### src/rtl/wb_ldpc_master.sv
// wb_ldpc_master: in-order Wishbone master fed by a command FIFO; define WBM_TIMEOUT_EN to abort unacked cycles after TIMEOUT_CYC.
module wb_ldpc_master #(
  parameter int FIFO_DEPTH = 4,
  parameter int TIMEOUT_CYC = 255
) (
  input  logic                          wb_clk_i,
  input  logic                          wb_rst_i,
  input  logic                          cmd_valid,
  output logic                          cmd_ready,
  input  logic                          cmd_we,
  input  logic [31:0]                   cmd_adr,
  input  logic [31:0]                   cmd_dat,
  input  logic [3:0]                    cmd_sel,
  output logic                          rsp_valid,
  input  logic                          rsp_ready,
  output logic [31:0]                   rsp_dat,
  output logic                          rsp_err,
  output logic [$clog2(FIFO_DEPTH):0]   fifo_level,
  output logic                          wbm_cyc_o,
  output logic                          wbm_stb_o,
  output logic                          wbm_we_o,
  output logic [3:0]                    wbm_sel_o,
  output logic [31:0]                   wbm_adr_o,
  output logic [31:0]                   wbm_dat_o,
  input  logic                          wbm_ack_i,
  input  logic [31:0]                   wbm_dat_i
);
  localparam int AW = $clog2(FIFO_DEPTH);
  typedef enum logic [1:0] {IDLE, BUS, RSP} state_t;
  state_t state, state_d;
  logic [68:0] mem [FIFO_DEPTH];
  logic [AW:0] wptr, rptr;
  logic push, pop, done, tmo;
  if (FIFO_DEPTH < 2 || (FIFO_DEPTH & (FIFO_DEPTH - 1)) != 0 || TIMEOUT_CYC < 1 || TIMEOUT_CYC > 65535) begin : g_bad_cfg
    $error("wb_ldpc_master: FIFO_DEPTH must be a power of 2 >= 2 and TIMEOUT_CYC in 1..65535");
  end
  // Pointers carry a wrap bit, so the level MSB alone flags a full FIFO.
  assign fifo_level = wptr - rptr;
  assign cmd_ready = !wb_rst_i && !fifo_level[AW];
  assign push = cmd_valid && cmd_ready;
`ifdef WBM_TIMEOUT_EN
  logic [15:0] tmo_cnt;
  assign tmo = state == BUS && !wbm_ack_i && tmo_cnt == 16'(TIMEOUT_CYC - 1);
  always_ff @(posedge wb_clk_i)
    tmo_cnt <= (wb_rst_i || state != BUS) ? '0 : tmo_cnt + 16'd1;
`else
  assign tmo = 1'b0;
`endif
  always_comb begin
    pop = state == IDLE && wptr != rptr;
    done = state == BUS && (wbm_ack_i || tmo);
    state_d = pop ? BUS : done ? RSP : (state == RSP && rsp_ready) ? IDLE : state;
  end
  always_ff @(posedge wb_clk_i)
    state <= wb_rst_i ? IDLE : state_d;
  always_ff @(posedge wb_clk_i)
    if (push) mem[wptr[AW-1:0]] <= {cmd_we, cmd_sel, cmd_adr, cmd_dat};
  always_ff @(posedge wb_clk_i) begin
    if (wb_rst_i) begin
      wptr <= '0;
      rptr <= '0;
      wbm_cyc_o <= 1'b0;
      wbm_stb_o <= 1'b0;
      wbm_we_o <= 1'b0;
      wbm_sel_o <= '0;
      wbm_adr_o <= '0;
      wbm_dat_o <= '0;
      rsp_valid <= 1'b0;
      rsp_dat <= '0;
      rsp_err <= 1'b0;
    end else begin
      if (push) wptr <= wptr + 1'b1;
      if (pop) begin
        rptr <= rptr + 1'b1;
        {wbm_we_o, wbm_sel_o, wbm_adr_o, wbm_dat_o} <= mem[rptr[AW-1:0]];
        wbm_cyc_o <= 1'b1;
        wbm_stb_o <= 1'b1;
      end
      if (done) begin
        wbm_cyc_o <= 1'b0;
        wbm_stb_o <= 1'b0;
        rsp_valid <= 1'b1;
        rsp_dat <= tmo ? 32'hDEAD_BEEF : wbm_we_o ? '0 : wbm_dat_i;
        rsp_err <= tmo;
      end
      if (state == RSP && rsp_ready) rsp_valid <= 1'b0;
    end
  end
endmodule
### config.mk
export PLATFORM = sky130hd
export DESIGN_NAME = wb_ldpc_master
export DESIGN_NICKNAME = d
export VERILOG_FILES = /design/src/rtl/wb_ldpc_master.sv
export SDC_FILE = /design/constraint.sdc
export NUM_CORES = 1
export LEC_CHECK = 0
export ABC_AREA = 1
export BUFFER_PORTS_ARGS = -buffer_cell sky130_fd_sc_hd__clkbuf_2
export CAP_MARGIN = 20
export CORE_MARGIN = 4
export CORE_UTILIZATION = 56
export CTS_CLUSTER_DIAMETER = 40
export DETAILED_ROUTE_END_ITERATION = 10
export GPL_ROUTABILITY_DRIVEN = 0
export PLACE_DENSITY = 0.79
export RECOVER_POWER = 50
export SKIP_LAST_GASP = 1
export SLEW_MARGIN = 30
export SYNTH_ARGS = -nofsm -noshare
export SYNTH_HDL_FRONTEND = slang
export SYNTH_SLANG_ARGS = --single-unit
### constraint.sdc
create_clock -name wb_clk_i -period 5.8 [get_ports wb_clk_i]
set_input_delay 0.29 -clock wb_clk_i [delete_from_list [all_inputs] [get_ports wb_clk_i]]
set_output_delay 0.29 -clock wb_clk_i [all_outputs]
set_load 0.02 [all_outputs]
# [Word level (Yosys, flattened, before mapping)]
# Memories as Yosys holds them, arrays and structs flattened. A register that Yosys moved wholly into a read port is not among the register bits.
# Index checks and enable logic that the tools add are counted.
[classes] addsub=3 mux=6 n_reduce_logical=13 eq_ne=3
[op_table] operator="32-bit two-way mux" count=1
[op_table] operator="3-bit by 1-bit adder with 3-bit output (second input constant)" count=2
[op_table] operator="2-bit OR reduction" count=3
[op_table] operator="1-bit logical AND" count=5
[op_table] operator="2-bit two-way mux" count=2
[op_table] operator="1-bit two-way mux" count=3
[op_table] operator="3-bit inequality test" count=1
[op_table] operator="3-bit nonzero test" count=1
[op_table] operator="3-bit subtractor" count=1
[op_table] operator="2-bit by 1-bit == test with 1-bit output (second input constant)" count=1
[op_table] operator="2-bit == test (second input constant)" count=1
[op_table] operator="1-bit zero test" count=2
[op_table] operator="2-bit zero test" count=1
[op_table] operator="2-bit nonzero test" count=1
[totals] regBits=42 n_memories=1 out_inout_bits=109 ram_bits=276 inputBits=106
[mem_list] name="mem" depth=4 word_bits=69 read_ports=1 rd_clocked_by_memory_dff=1 wr=1 line_no="31" text="logic [68:0] mem [FIFO_DEPTH];"

# [Longest topological paths before layout]
# Gate-level depths: netlist (run 1).
[depth] depth_word=6 depth_mapped=10

# [Least setup slack after synthesis (run 1)]
# Ideal clock, no wire load.
[synth_timing] path_kind="register to register" startpoint="register wptr[0]" endpoint="memory mem[0][0] (enable)" synth_period_minus_slack_ns=4.818 n_path_buf=0 slack_ns=0.982 t_arrival_ns=4.321 stages_incl_launch_ff=9 cell_sequence="dfxtp_1 inv_1 ha_1 fa_1 inv_1 nand3_1 nand2_1 nand3_1 nor2_1"
[synth_via] elab_chain_cells=6
[synth_lines] element="start, declared" line_no="32" text="logic [AW:0] wptr, rptr;"
[synth_lines] element="start signal, assigned" line_no="72" text="if (push) wptr <= wptr + 1'b1;"
[synth_lines] element="3-bit subtractor" line_no="38" text="assign fifo_level = wptr - rptr;"
[synth_lines] element="1-bit zero test" line_no="39" text="assign cmd_ready = !wb_rst_i && !fifo_level[AW];"
[synth_lines] element="1-bit logical AND" line_no="39"
[synth_lines] element="1-bit logical AND" line_no="40" text="assign push = cmd_valid && cmd_ready;"
[synth_lines] element="1-bit two-way mux" line_no="57" text="if (push) mem[wptr[AW-1:0]] <= {cmd_we, cmd_sel, cmd_adr, cmd_dat};"
[synth_lines] element="1-bit two-way mux (not written as such)" line_no="57"
[synth_lines] element="end, declared" line_no="31"
# Several ways; a longest one is shown, not always the timed one.

# [Worst setup path in the final report (run 1)]
[layout_timing] startpoint="register rptr[0]" endpoint="memory mem[3][24] (enable)"
[layout_via] elab_chain_cells=6
[layout_lines] element="start, declared" line_no="32"
[layout_lines] element="start signal, assigned" line_no="74" text="rptr <= rptr + 1'b1;"
[layout_lines] element="3-bit subtractor" line_no="38"
[layout_lines] element="1-bit zero test" line_no="39"
[layout_lines] element="1-bit logical AND" line_no="39"
[layout_lines] element="1-bit logical AND" line_no="40"
[layout_lines] element="1-bit two-way mux" line_no="57"
[layout_lines] element="1-bit two-way mux (not written as such)" line_no="57"
# No other way between the ends.

==> results of run 1 <==
final cells by class:
class                   instances  area (µm²)  share of cell area
flip-flops and latches        387       10500               0.602
multi-input cells             671        3210               0.184
repair buffers                286        1610              0.0922
clock buffers                  55        1150              0.0660
well taps                     330         413              0.0237
clock inverters                25         348              0.0199
inverters                      54         208              0.0119
diodes                          1        2.50            0.000143
cell usage in the layout (no fill, tap or decap), types with 5 or more instances in the layout:
master / instances
o21ai_0: 172
nand2_1: 154
nor2_1: 140
buf_4: 8
dlygate4sd3_1: 59
o22ai_1: 70
dfxtp_1: 110
ha_1: 7
nor2_4: 5
clkbuf_16: 43
inv_6: 5
nand3_1: 110
inv_1: 51
clkinv_2: 6
bufinv_16: 7
edfxtp_1: 276
clkbuf_2: 39
clkbuf_1: 183
layer usage:
metal  global-route usage  routed length, µm
met5                    0                  0
met4               0.0702                852
met3               0.0430               2420
met2                0.393              16600
met1                0.297              13300
power by group:
group          internal [mW]  switching, mW  total, mW
clock network           1.74           1.07       2.81
registers               3.33          0.190       3.52
logic                  0.579           1.63       2.21
total                   5.65           2.89       8.54
cell families (layout without fill, tap and decap cells):
logic type,count (synthesis),in the layout,share of synthesized area
AOI/OAI and AO/OA,247,247,0.0935
xor gates and xnor gates,2,2,0.00123
adders and majority gates,8,8,0.00757
buffers and inverters,132,420,0.0378
DFF,387,387,0.739
other,1,2,0.000264
and+or+nand+nor,413,413,0.120
per-stage QoR:
| step | instances | hold WS [ns] | setup WS, ns |
|---|---|---|---|
| 2_1_floorplan | 1190 | 0.389 | 0.982 |
| 3_3_place_gp | 1667 | 0.458 | 2.24 |
| 3_5_place_dp | 1667 | 0.460 | 2.14 |
| 4_1_cts | 1804 | 0.000828 | 2.12 |
| 5_1_grt | 1808 | 0.0113 | 1.55 |
| 6_report | 1809 | 0.0192 | 1.82 |
final timing paths:
| check | from | slack, ns | end | cells after the start |
|---|---|---|---|---|
| max | rptr[0]$_SDFFE_PP0P_ | 1.82 | mem[3][24]$_DFFE_PP_ | 7 |
| min | wbm_dat_i[11] | 0.02 | rsp_dat[11]$_SDFFE_PP0P_ | 3 |
| max reg2reg | rptr[0]$_SDFFE_PP0P_ | 1.82 | mem[3][24]$_DFFE_PP_ | 7 |
| min reg2reg | wbm_adr_o[14]$_SDFFE_PP0P_ | 0.47 | wbm_adr_o[14]$_SDFFE_PP0P_ | 2 |
registers in the layout, indices dropped and copies added, names as in the netlist, 2 cells and up:
| register | cells |
|---|---|
| wbm_adr_o | 32 |
| mem | 276 |
| wptr | 3 |
| state | 2 |
| rsp_dat | 32 |
| wbm_dat_o | 32 |
| wbm_sel_o | 4 |
| rptr | 3 |
worst register-to-register path: cells and delay by family (launching register included):
| family | cells | cell delay, ns |
|---|---|---|
| fa+ha+maj | 2 | 0.54 |
| buf+inv | 1 | 0.36 |
| flops | 1 | 1.26 |
| simple gates | 4 | 1.49 |
==> impl_metrics.csv, run 1 <==
group,metric,value,unit
sta,fin_crit,3.98,ns
floorplan,core-area,25100,µm²
global_route,grt_pass1_vias,9870,
power,irDropWorstVdd,0.000343,V
worst_setup_path,cp.required,6.00,ns
logic_synthesis,syn_avg_cell_area,11.9,µm²
placed_design,port_buffers,213,
global_route,grt_usage,0.228,
sta,fmax,251,MHz
placed_design,hpwl,19.3,mm
clock_network,cts_root_buf,"clkbuf_16",
finish,area_delta_synth_final,22.7,%
logic_synthesis,synth_nets,1304,
finish,design_area,17400,µm²
clock_network,cts_tree,"done",
route,detail_route.first_pass.iterations,7,
clock_network,post_cts_resized,0,
floorplan,rows,58,
worst_setup_path,crit_path_max_fanout,43,
floorplan,start_util,0.566,
logic_synthesis,synth_common_cells,"276 x edfxtp_1, 172 x o21ai_0, 154 x nand2_1, 144 x nor2_1",
sta,setup_viol,0,
logic_synthesis,ys_seq_area_frac,0.739,
floorplan,pin_count,215,
global_route,grt_pass1_wl,51.9,mm
flow_run,maxCapViolations,0,
route,ant_nets,0,
worst_setup_path,worstSetupPathType,"reg -> reg",
global_route,grt-ovfl-total,0,
clock_network,cts_hold_buf,57,
global_route,antenna_found_initial,0,
sta,period_share,0.686,
route,finalWirelength,33.2,mm
route,remaining_drc_errors,0,
clock_network,cts_htree_levels,2,
clock_network,cts_buffers,43,
logic_synthesis,ys_types,25,
power,p_per_area,489,nW/µm²
sta,fin_skew,0.0121,ns
clock_network,clock-sinks,387,
status,status,"finished, final reports clean",
finish,post-route-util,0.695,
worst_setup_path,start_kind,"register",
sta,finalHoldViolCount,0,
power,finalPower,8.54,mW
logic_synthesis,synth_top_area_share,0.583,
route,viasPerCell,5.50,
route,wl_per_cell,18.3,µm
clock_network,cts.clk_slew.worst_paths,0.06,ns
sta,rsz0062_at_grt,"false",
floorplan,die_area,28000,µm²
sta,worstMarginPinSlew,1.40,ns
min_path,hold_class,"in -> reg",
worst_setup_path,crit_buf_inv,1,
worst_setup_path,worstPathArrival,4.18,ns
finish,nFillCells,1811,
power,power.leakage,6.48,nW
logic_synthesis,synthCells,1190,
worst_setup_path,cpPeakStageDelay,1.26,ns
floorplan,die_w,167,µm
logic_synthesis,synth_area,14200,µm²
logic_synthesis,synthArstFlopShare,0,
logic_synthesis,synth-main-ff-cell,"edfxtp_1",
finish,layout.nets,1557,
placed_design,place_area,15500,µm²
floorplan,die_h,167,µm
clock_network,clock_latency,0.53,ns
sta,report.final.slew_viol_count,0,
worst_setup_path,cp_common_cell,"nand3_1",
logic_synthesis,synth_area_leader_cell,"edfxtp_1",
sta,tns,0,ns
logic_synthesis,synth_seq_cells,387,
logic_synthesis,synthTopCellsByArea,"edfxtp_1 58%, dfxtp_1 16%, o21ai_0 6.1%",
worst_setup_path,crit_slowest_cell,"dfxtp_1",
clock_network,cts_setup_buffers,0,
route,initialDrtViolationCount,841,
worst_setup_path,cp-end-kind,"register",
logic_synthesis,synth_edf_count,276,
clock_network,ctsLongestPathBuffers,3,
sta,slew_headroom,0.0664,
route,dr_total_vias,9957,
finish,drive_gt1_frac,0.0900,
logic_synthesis,yosysMostFrequentCell,"edfxtp_1",
worst_setup_path,path_cells,"ha_1, fa_1, nand3_1, nand2_1, nand3_1, nor2_4, buf_12",
logic_synthesis,yosys_warnings,0,
global_route,grt_max_degree,109,
worst_setup_path,crit_family,"simple AND/OR/NAND/NOR gates",
No activity file was read; power rests on OpenSTA's default activity.
==> run 2: changes to the inputs <==
--- a/config.mk
+++ b/config.mk
@@ -5,11 +5,11 @@
 export SDC_FILE = /design/constraint.sdc
 export NUM_CORES = 1
 export LEC_CHECK = 0
-export ABC_AREA = 1
+export ABC_AREA = 0
 export BUFFER_PORTS_ARGS = -buffer_cell sky130_fd_sc_hd__clkbuf_2
 export CAP_MARGIN = 20
 export CORE_MARGIN = 4
-export CORE_UTILIZATION = 56
+export CORE_UTILIZATION = 57
 export CTS_CLUSTER_DIAMETER = 40
 export DETAILED_ROUTE_END_ITERATION = 10
 export GPL_ROUTABILITY_DRIVEN = 0
==> constraint.sdc (replaced) <==
create_clock -name wb_clk_i -period 4.1 [get_ports wb_clk_i]
set_input_delay 0.205 -clock wb_clk_i [delete_from_list [all_inputs] [get_ports wb_clk_i]]
set_output_delay 0.205 -clock wb_clk_i [all_outputs]
set_load 0.02 [all_outputs]
==> impl_metrics.csv, run 2 <==
group,metric,value,unit
min_path,hold_class,"in -> reg",
sta,worst_slack,1.07,ns
worst_setup_path,cp.required,4.30,ns
floorplan,die_w,170,µm
status,failed_checks,"capacitance limit, slew limit",
logic_synthesis,synth_top_area_share,0.552,
logic_synthesis,synth_common_cells,"276 x edfxtp_1, 139 x o211ai_1, 111 x dfxtp_1, 76 x clkbuf_1",
route,dr_total_vias,9984,
logic_synthesis,synth_area_leader_cell,"edfxtp_1",
global_route,grt_usage,0.250,
flow_run,maxCapViolations,1,
clock_network,ctsLongestPathBuffers,3,
power,finalPower,12.1,mW
finish,post-route-util,0.719,
clock_network,cts_setup_buffers,0,
worst_setup_path,cpPeakStageDelay,0.57,ns
floorplan,die_h,170,µm
finish,area_delta_synth_final,24.6,%
sta,fmax,329,MHz
finish,finalNonFillerCells,1573,
route,initialDrtViolationCount,917,
logic_synthesis,syn_avg_cell_area,16.3,µm²
finish,largest_register_ffs,276,
global_route,grt_pass1_vias,9969,
sta,fin_crit,3.03,ns
clock_network,cts_root_buf,"clkbuf_16",
floorplan,pin_count,215,
worst_setup_path,worstPathArrival,3.24,ns
clock_network,cts.clk_slew.worst_paths,0.06,ns
finish,layout.nets,1315,
power,p_per_area,649,nW/µm²
sta,worst_hold_slack,0.0320,ns
worst_setup_path,path_cells,"inv_1, ha_1, fa_1, xor3_1, nor3b_4, and2_4, buf_4",
logic_synthesis,yosysMostFrequentCell,"edfxtp_1",
logic_synthesis,synthCells,919,
logic_synthesis,synth_seq_cells,387,
power,power.leakage,6.26,nW
placed_design,dp_slack,1.03,ns
logic_synthesis,synth_edf_count,276,
sta,setup_viol,0,
sta,period_share,0.740,
route,detail_route.first_pass.iterations,5,
placed_design,port_buffers,213,
worst_setup_path,crit_slowest_cell,"and2_4",
logic_synthesis,synth-main-ff-cell,"edfxtp_1",
worst_setup_path,worstSetupPathType,"reg -> reg",
sta,report.final.slew_viol_count,77,
sta,worstMarginPinSlew,1.82,ns
logic_synthesis,yosys_warnings,0,
placed_design,dp.cells,1385,
finish,final_common_cell,"edfxtp_1",
finish,design_area,18700,µm²
clock_network,cts_tree,"done",
sta,finalHoldViolCount,0,
status,status,"finished with violations",
logic_synthesis,synth_nets,1033,
floorplan,core-area,26000,µm²
sta,tns,0,ns
clock_network,cts_buffers,45,
logic_synthesis,ys_seq_area_frac,0.701,
sta,slew_headroom,-0.215,
global_route,grt_max_degree,97,
clock_network,clock_latency,0.53,ns
finish,drive_gt1_frac,0.173,
floorplan,rows,59,
clock_network,cts_htree_levels,2,
route,finalWirelength,37.0,mm
clock_network,clock-sinks,387,
clock_network,post_cts_resized,0,
worst_setup_path,crit_buf_inv,2,
global_route,grt-ovfl-total,0,
route,viasPerCell,6.35,
finish,layout_common_cells,"276 x edfxtp_1, 175 x clkbuf_1, 139 x o211ai_1, 107 x dfxtp_1, 103 x dlygate4sd3_1",
logic_synthesis,synth_area,15000,µm²
logic_synthesis,ys_types,38,
logic_synthesis,synthTopCellsByArea,"edfxtp_1 55%, dfxtp_1 15%, mux4_2 10%",
placed_design,place_area,16400,µm²
sta,rsz0062_at_grt,"false",
worst_setup_path,start_kind,"register",
route,wl_per_cell,23.5,µm
floorplan,die_area,29000,µm²
power,irDropWorstVdd,0.000574,V
worst_setup_path,crit_family,"simple AND/OR/NAND/NOR gates",
worst_setup_path,crit_path_max_fanout,36,
global_route,antenna_found_initial,2,
logic_synthesis,synthArstFlopShare,0,
floorplan,start_util,0.577,
placed_design,hpwl,20.4,mm
sta,fin_skew,0.0153,ns
route,ant_nets,0,
worst_setup_path,cp-end-kind,"register",
route,remaining_drc_errors,0,
global_route,grt_pass1_wl,56.6,mm
==> run 2: final cells by class <==
class / instances / area (µm²)
clock buffers: 50 / 1190
repair buffers: 330 / 2080
diodes: 1 / 2.50
flip-flops and latches: 387 / 10500
clock inverters: 33 / 315
well taps: 335 / 419
inverters: 6 / 27.5
multi-input cells: 431 / 4140
fillers: 1668 / 7290
==> run 2: where the power goes <==
group	internal, mW	leakage, nW	total, mW	switching [mW]
registers	4.72	3.41	5.12	0.404
logic	1.09	2.11	3.08	2.00
clock network	2.32	0.735	3.93	1.61
total	8.13	6.26	12.1	4.01
==> run 2: routing by layer <==
layer,part of all wire,wire (µm),vias to the layer above,GRT usage
li1,-,-,4364,-
met4,0.026,978,2,0.0826
met2,0.50,18600,543,0.419
met5,0.00019,7,-,0
met3,0.088,3250,81,0.0462
met1,0.38,14200,4994,0.336
==> run 2: final timing paths <==
check                            from  cells after the start                  endpoint  slack (ns)
min reg2reg  rsp_dat[24]$_SDFFE_PP0P_                      1  rsp_dat[24]$_SDFFE_PP0P_        0.48
min                         cmd_valid                      4      wptr[2]$_SDFFE_PP0P_        0.03
max reg2reg      wptr[0]$_SDFFE_PP0P_                      7      mem[0][33]$_DFFE_PP_        1.07
max              wptr[0]$_SDFFE_PP0P_                      7      mem[0][33]$_DFFE_PP_        1.07
==> run 2: logic make-up after synthesis <==
group | after synthesis | synth area share
other | 1 | 0.000250
buffers and inverters | 101 | 0.0273
multiplexers | 74 | 0.107
XOR/XNOR | 4 | 0.00384
flip-flops | 387 | 0.701
AO/OA/AOI/OAI | 182 | 0.0928
adder cells (fa/ha/maj) | 8 | 0.00717
AND/OR/NAND/NOR | 162 | 0.0609
==> run 2: worst reg2reg max path: cells and delay by family (launching register included) <==
family | cells | cell delay, ns
AND/OR/NAND/NOR | 2 | 0.90
buffers and inverters | 2 | 0.49
flip-flops | 1 | 0.39
XOR/XNOR | 1 | 0.28
adder cells (fa/ha/maj) | 2 | 0.64
==> run 2: repair_timing <==
item,CTS,global route
endpoints found under the setup margin,0,0
hold buffers,103,0
endpoints found under the hold margin,310,0
==> run 3: changes to the inputs <==
--- a/config.mk
+++ b/config.mk
@@ -9,11 +9,11 @@
 export BUFFER_PORTS_ARGS = -buffer_cell sky130_fd_sc_hd__clkbuf_2
 export CAP_MARGIN = 20
 export CORE_MARGIN = 4
-export CORE_UTILIZATION = 57
+export CORE_UTILIZATION = 51
 export CTS_CLUSTER_DIAMETER = 40
 export DETAILED_ROUTE_END_ITERATION = 10
 export GPL_ROUTABILITY_DRIVEN = 0
-export PLACE_DENSITY = 0.79
+export PLACE_DENSITY = 0.75
 export RECOVER_POWER = 50
 export SKIP_LAST_GASP = 1
 export SLEW_MARGIN = 30
==> constraint.sdc (replaced) <==
create_clock -name wb_clk_i -period 2.7 [get_ports wb_clk_i]
set_input_delay 0.135 -clock wb_clk_i [delete_from_list [all_inputs] [get_ports wb_clk_i]]
set_output_delay 0.135 -clock wb_clk_i [all_outputs]
set_load 0.02 [all_outputs]
==> impl_metrics.csv, run 3 (synthesis results as in run 2) <==
group,metric,value,unit
sta,worstMarginPinSlew,0.921,ns
global_route,grt_pass1_wl,59.9,mm
power,p_per_area,987,nW/µm²
sta,tns,0,ns
clock_network,cts.clk_slew.worst_paths,0.06,ns
worst_setup_path,start_kind,"register",
global_route,antenna_found_initial,0,
clock_network,cts_root_buf,"clkbuf_16",
power,irDropWorstVdd,0.00109,V
sta,report.final.slew_viol_count,0,
min_path,hold_class,"in -> reg",
route,wl_per_cell,23.1,µm
worst_setup_path,crit_path_max_fanout,36,
finish,post-route-util,0.664,
clock_network,ctsLongestPathBuffers,3,
placed_design,hpwl,22.2,mm
route,detail_route.first_pass.iterations,4,
clock_network,cts_buffers,44,
clock_network,clock_latency,0.54,ns
worst_setup_path,worstPathArrival,2.85,ns
clock_network,cts_htree_levels,2,
finish,largest_register_ffs,276,
finish,insertedDiodeCount,0,
floorplan,die_h,180,µm
route,finalWirelength,37.8,mm
sta,slew_headroom,0.386,
global_route,grt_pass1_vias,10300,
power,power.leakage,6.72,nW
worst_setup_path,cp-end-kind,"register",
route,dr_total_vias,9910,
route,ant_nets,0,
sta,period_share,0.974,
worst_setup_path,cp.required,2.92,ns
global_route,grt_usage,0.232,
route,viasPerCell,6.05,
route,remaining_drc_errors,0,
finish,drive_gt1_frac,0.259,
worst_setup_path,worstSetupPathType,"reg -> reg",
sta,fin_skew,0.0231,ns
floorplan,pin_count,215,
status,status,"finished, final reports clean",
sta,fmax,380,MHz
finish,area_delta_synth_final,27.7,%
finish,final_common_cell,"edfxtp_1",
sta,worst_slack,0.0697,ns
route,initialDrtViolationCount,939,
floorplan,die_w,180,µm
clock_network,clock-sinks,387,
clock_network,cts_tree,"done",
global_route,grt_max_degree,73,
finish,layout.nets,1332,
sta,rsz0062_at_grt,"true",
placed_design,dp_slack,0.102,ns
global_route,grt-ovfl-total,0,
finish,layout_common_cells,"276 x edfxtp_1, 139 x o211ai_1, 136 x clkbuf_2, 107 x dfxtp_1, 105 x dlygate4sd3_1",
sta,fin_crit,2.63,ns
floorplan,start_util,0.520,
floorplan,core-area,28900,µm²
placed_design,port_buffers,213,
floorplan,rows,62,
sta,setup_viol,0,
flow_run,maxCapViolations,0,
power,finalPower,18.9,mW
floorplan,die_area,32200,µm²
sta,finalHoldViolCount,0,
==> run 3: cell type report <==
class,count,area (µm²)
well taps,384,480
fillers,1937,9710
clock inverters,29,342
flip-flops and latches,387,10500
repair buffers,348,2440
inverters,6,25.0
clock buffers,53,1200
multi-input cells,431,4140
==> run 3: through the flow <==
stage	area, µm²	cells	hold WS (ns)
floorplan	15000	919	0.234
detailed placement	16600	1449	0.350
CTS	19200	1636	0.0420
finish	19200	1638	0.0725
global placement	16600	1449	0.352
global route	19200	1638	0.0706
==> run 3: layer usage <==
layer / track usage / part of all wire
met2: 0.387 / 0.50
met5: 0 / 0
met4: 0.0777 / 0.029
met3: 0.0523 / 0.074
met1: 0.304 / 0.40
==> run 3: repair_timing <==
action / 4_1_cts / 5_1_grt
resized for setup: 0 / 4
endpoints found under the setup margin: 0 / 226
hold buffers: 105 / 0
endpoints found under the hold margin: 311 / 0
buffers inserted: 0 / 2
==> run 3: path summary, 6_finish.rpt <==
path	endpoint	depth (start not counted)	slack, ns	start
setup reg to reg	mem[1][52]$_DFFE_PP_	7	0.07	wptr[0]$_SDFFE_PP0P_
hold reg to reg	rsp_valid$_SDFFE_PP0P_	2	0.48	rsp_valid$_SDFFE_PP0P_
hold / removal	rptr[1]$_SDFFE_PP0P_	2	0.07	wb_rst_i
setup / recovery	mem[1][52]$_DFFE_PP_	7	0.07	wptr[0]$_SDFFE_PP0P_
==> run 3: report_power, final <==
group	internal [mW]	total (mW)	switching (mW)
Clock	3.78	6.16	2.38
Sequential	7.17	7.67	0.501
Combinational	1.88	5.08	3.19
Total	12.8	18.9	6.07
==> run 3: critical path, stage by stage, from the launching register on <==
cell	delay (ns)
dfxtp_1	0.40
inv_1	0.11
ha_1	0.23
fa_1	0.42
xor3_1	0.29
nor3b_4	0.34
and2_4	0.25
buf_16	0.24
